$ cat src/rtl/reaction_timer.sv
// reaction_timer: arm on press, hold off WAIT_MS ticks, light GO, time the next press in BCD ms
module reaction_timer #(
    parameter int TICK_DIV = 50000,
    parameter int WAIT_MS  = 2000
) (
    input  logic       clk,
    input  logic       rst,
    input  logic       press_in,
    output logic       go_led,
    output logic       foul,
    output logic       done,
    output logic [3:0] bcd_thou,
    output logic [3:0] bcd_hund,
    output logic [3:0] bcd_tens,
    output logic [3:0] bcd_ones
);
    localparam int PW = $clog2(TICK_DIV);
    localparam int WW = $clog2(WAIT_MS + 1);
    typedef enum logic [2:0] {IDLE, ARMED, GO, DONE, FOUL} state_t;
    state_t        state_q;
    logic [PW-1:0] pre_q;
    logic [WW-1:0] wait_q;
    logic [15:0]   bcd_q;
    logic [15:0]   bcd_d;
    logic          ms_tick;
    logic          sat;
    assign ms_tick = pre_q == PW'(TICK_DIV - 1);
    assign sat     = bcd_q == 16'h9999;
    assign {bcd_thou, bcd_hund, bcd_tens, bcd_ones} = bcd_q;
    always_comb begin
        logic c;
        bcd_d = bcd_q;
        c     = 1'b1;
        for (int i = 0; i < 4; i++) begin
            if (c) begin
                bcd_d[4*i +: 4] = (bcd_q[4*i +: 4] == 4'd9) ? 4'd0 : bcd_q[4*i +: 4] + 4'd1;
                c = bcd_q[4*i +: 4] == 4'd9;
            end
        end
    end
    // Every state change also restarts the prescaler so the first tick lands TICK_DIV cycles later
    always_ff @(posedge clk or posedge rst) begin
        if (rst) begin
            state_q <= IDLE;
            pre_q   <= '0;
            wait_q  <= '0;
            bcd_q   <= '0;
            go_led  <= 1'b0;
            foul    <= 1'b0;
            done    <= 1'b0;
        end else begin
            pre_q <= ms_tick ? '0 : pre_q + 1'b1;
            case (state_q)
                IDLE: if (press_in) begin
                    state_q <= ARMED;
                    pre_q   <= '0;
                    wait_q  <= '0;
                    bcd_q   <= '0;
                end
                ARMED: if (press_in) begin
                    state_q <= FOUL;
                    pre_q   <= '0;
                    foul    <= 1'b1;
                end else if (ms_tick) begin
                    wait_q <= wait_q + 1'b1;
                    if (wait_q == WW'(WAIT_MS - 1)) begin
                        state_q <= GO;
                        pre_q   <= '0;
                        go_led  <= 1'b1;
                    end
                end
                GO: if (press_in) begin
                    state_q <= DONE;
                    pre_q   <= '0;
                    go_led  <= 1'b0;
                    done    <= 1'b1;
                end else if (ms_tick && !sat) begin
                    bcd_q <= bcd_d;
                end
                DONE: if (press_in) begin
                    state_q <= IDLE;
                    pre_q   <= '0;
                    done    <= 1'b0;
                end
                FOUL: if (press_in) begin
                    state_q <= IDLE;
                    pre_q   <= '0;
                    foul    <= 1'b0;
                end
                default: begin
                    state_q <= IDLE;
                    pre_q   <= '0;
                    go_led  <= 1'b0;
                    foul    <= 1'b0;
                    done    <= 1'b0;
                end
            endcase
        end
    end
endmodule
$ cat config.mk
export PLATFORM = sky130hd
export DESIGN_NAME = reaction_timer
export DESIGN_NICKNAME = d
export VERILOG_FILES = /design/src/rtl/reaction_timer.sv
export SDC_FILE = /design/constraint.sdc
export NUM_CORES = 1
export LEC_CHECK = 0
export ABC_AREA = 1
export CAP_MARGIN = 20
export CORE_AREA = 2 2 90 92
export DETAILED_ROUTE_END_ITERATION = 12
export DIE_AREA = 0 0 92 94
export PLACE_DENSITY = 0.57
export SYNTH_ARGS = -nofsm -noshare
export SYNTH_HDL_FRONTEND = slang
export SYNTH_SLANG_ARGS = --single-unit
$ cat constraint.sdc
create_clock -name clk -period 2.9 [get_ports clk]
set_input_delay 0.29 -clock clk [delete_from_list [all_inputs] [get_ports clk]]
set_output_delay 0.29 -clock clk [all_outputs]
set_load 0.005 [all_outputs]
==> results.yml <==
outcome:
  status: "completed"
die:
  die_w_um: 92
  die_h_um: 94
  rows: 32
  initial_core_util_pct: 39.4
  ios: 22
  core_um2: 7610
  die_area_um2: 8650
min_path:
  worst_hold_path_type: "input port to asynchronous set/reset pin"
yosys:
  seq_area_frac_synth_pct: 40.9
  synth_cells: 398
  yosys_warnings: 0
  syn_area_per_cell_um2: 7.53
  syn_area_um2: 3000
  synth_ff_type: "dfrtp_1"
  syn_nets: 411
  synth.top_cell.area_share_pct: 40.9
  ys_ff_latch: 49
  yosys-top-cells-count: "100 x nand2_1, 51 x nor2_1, 49 x dfrtp_1"
  synth_most_common_cell: "nand2_1"
  ys_types: 32
  synth_edf_count: 0
  synth_top_area_cell: "dfrtp_1"
  yosys-top-cells-area: "dfrtp_1 41%, nand2_1 13%, nand3_1 7.0%"
  async_reset_ff_share_pct: 100
placement:
  gp_congestion: 0.854
  hpwlAfterDp_um: 5010
  portBuffers: 21
  place_area_um2: 3320
  pre_cts_slack_ps: 824
  dp_cells: 518
setup_path:
  cp_slowest_cell: "dfrtp_1"
  cp.depth: 9
  start_kind: "flip-flop"
  crit_fanout: 11
  crit_required_ps: 3140
  path_class: "flip-flop to flip-flop"
  path_cells: "ha_1, nand2_2, nor2_4, nand2_2, nor2_8, nand3_2, nand2_2, nand2_1, a21oi_1"
  worst_r2r_path_depth: 9
  max_stage_delay_ps: 380
  end_kind: "flip-flop"
  cpLargestDelayFamily: "simple AND/OR/NAND/NOR gates"
  critPathBufInv: 0
  rrSetupSlack_ps: 1040
  timing.critical_path.mode_cell: "nand2_2"
  cp_data_arrival_time_ps: 2090
global_routing:
  grt_max_degree: 19
  grtUsageTotal_pct: 16.5
  antenna_found_initial: 0
  grt_pass1_wl_um: 11600
  grt_pass1_vias: 2559
  grt_overflow: 0
route:
  routed-wl-met3_um: 182
  drt_iter0_markers: 116
  vias_per_cell: 4.90
  maxUsedRoutingLayer: "met4"
  wl_met1_um: 3130
  via_count: 2579
  first_pass_iters: 4
  postRouteAntennaNets: 0
  drc: 0
  wl_met2_um: 3160
  routedWlPerCell_um: 12.5
  routed_wl_um: 6580
clocking:
  cts-resized-gates: 0
  cts_setup_buffers: 0
  cts_buffers: 5
  cts_num_sinks: 49
  clock_latency_ps: 310
  cts_max_level: 2
  cts_tree: "built"
  path_clk_slew_ps: 100
  clockBufferDepth: 2
  cts-root-buf: "clkbuf_8"
  cts_hold_buf: 0
sta:
  fin_ws_ps: 1040
  hold_violations: 0
  timing.fmax_mhz: 538
  min_period_ps: 1860
  setup_viol: 0
  period_share_pct: 64.1
  slew_violations: 0
  slew_headroom_pct: 65.6
  skew_ps: 10.8
  setup_tns_ps: 0
  timing.hold.ws_ps: 277
  tightest_slew_ps: 514
  rsz0062_at_grt: "false"
pwr:
  pwr_density_cell_nw_per_um2: 622
  p_leak_nw: 1.59
  ir_drop_mv: 0.242
  p_total_mw: 2.15
cells_and_area:
  drive_above_1_share_pct: 9.67
  final_cells: 526
  antenna_cells: 0
  finalNetCount: 436
  design_area_um2: 3450
  utilization_pct: 45.4
  syn_to_final_growth_pct: 15.2
run:
  drv_cap: 0
registers in the layout, indices dropped and copies added, names as in the netlist:
register,cells
bcd_q,16
pre_q,16
wait_q,11
state_q,3
go_led,1
done,1
foul,1
metal layers:
| metal | track usage [%] | vias to the layer above |
|---|---|---|
| li1 | - | 1334 |
| met5 | 0 | - |
| met4 | 5.22 | 0 |
| met3 | 2.73 | 10 |
| met1 | 21.4 | 1197 |
| met2 | 28.4 | 38 |
kinds of logic after synthesis:
logic type	count (synthesis)	share of synthesized area [%]
simple gates	238	37.0
fa+ha+maj	10	4.18
compound gates	37	7.10
flops	49	40.9
xor+xnor	14	4.09
buf+inv	50	6.68
power by group:
| group | leakage (nW) | total [mW] | switching (mW) | internal (mW) |
|---|---|---|---|---|
| Clock | 0.0681 | 0.581 | 0.239 | 0.343 |
| Combinational | 0.846 | 0.698 | 0.457 | 0.241 |
| Sequential | 0.673 | 0.867 | 0.104 | 0.763 |
placed cells by master (no fill, tap or decap), drive strengths merged:
cell type	count
a21o	1
a21oi	12
a31oi	1
buf	2
bufinv	2
clkbuf	5
clkdlybuf4s50	21
clkinv	1
dfrtp	49
ha	10
inv	45
nand2	110
nand3	44
nand3b	2
nand4	12
nor2	59
nor3	10
nor3b	1
o211ai	1
o21a	1
o21ai	20
o311ai	1
xnor2	6
xor2	8
cell type report:
type | count | area (µm²)
clock buffers | 5 | 68.8
fillers | 784 | 4160
well taps | 102 | 128
multi-input cells | 299 | 1570
repair buffers | 23 | 225
inverters | 45 | 169
flip-flops and latches | 49 | 1230
clock inverters | 3 | 65.1
path summary, 6_finish.rpt:
path | startpoint | to
setup / recovery | pre_q[0] | wait_q[2]
hold reg to reg | pre_q[0] | pre_q[0]
min in group clk | pre_q[0] | pre_q[0]
setup reg to reg | pre_q[0] | wait_q[2]
hold / removal | rst | wait_q[1]
max in group asynchronous | rst | pre_q[12]
No activity file was read; power rests on OpenSTA's default activity.
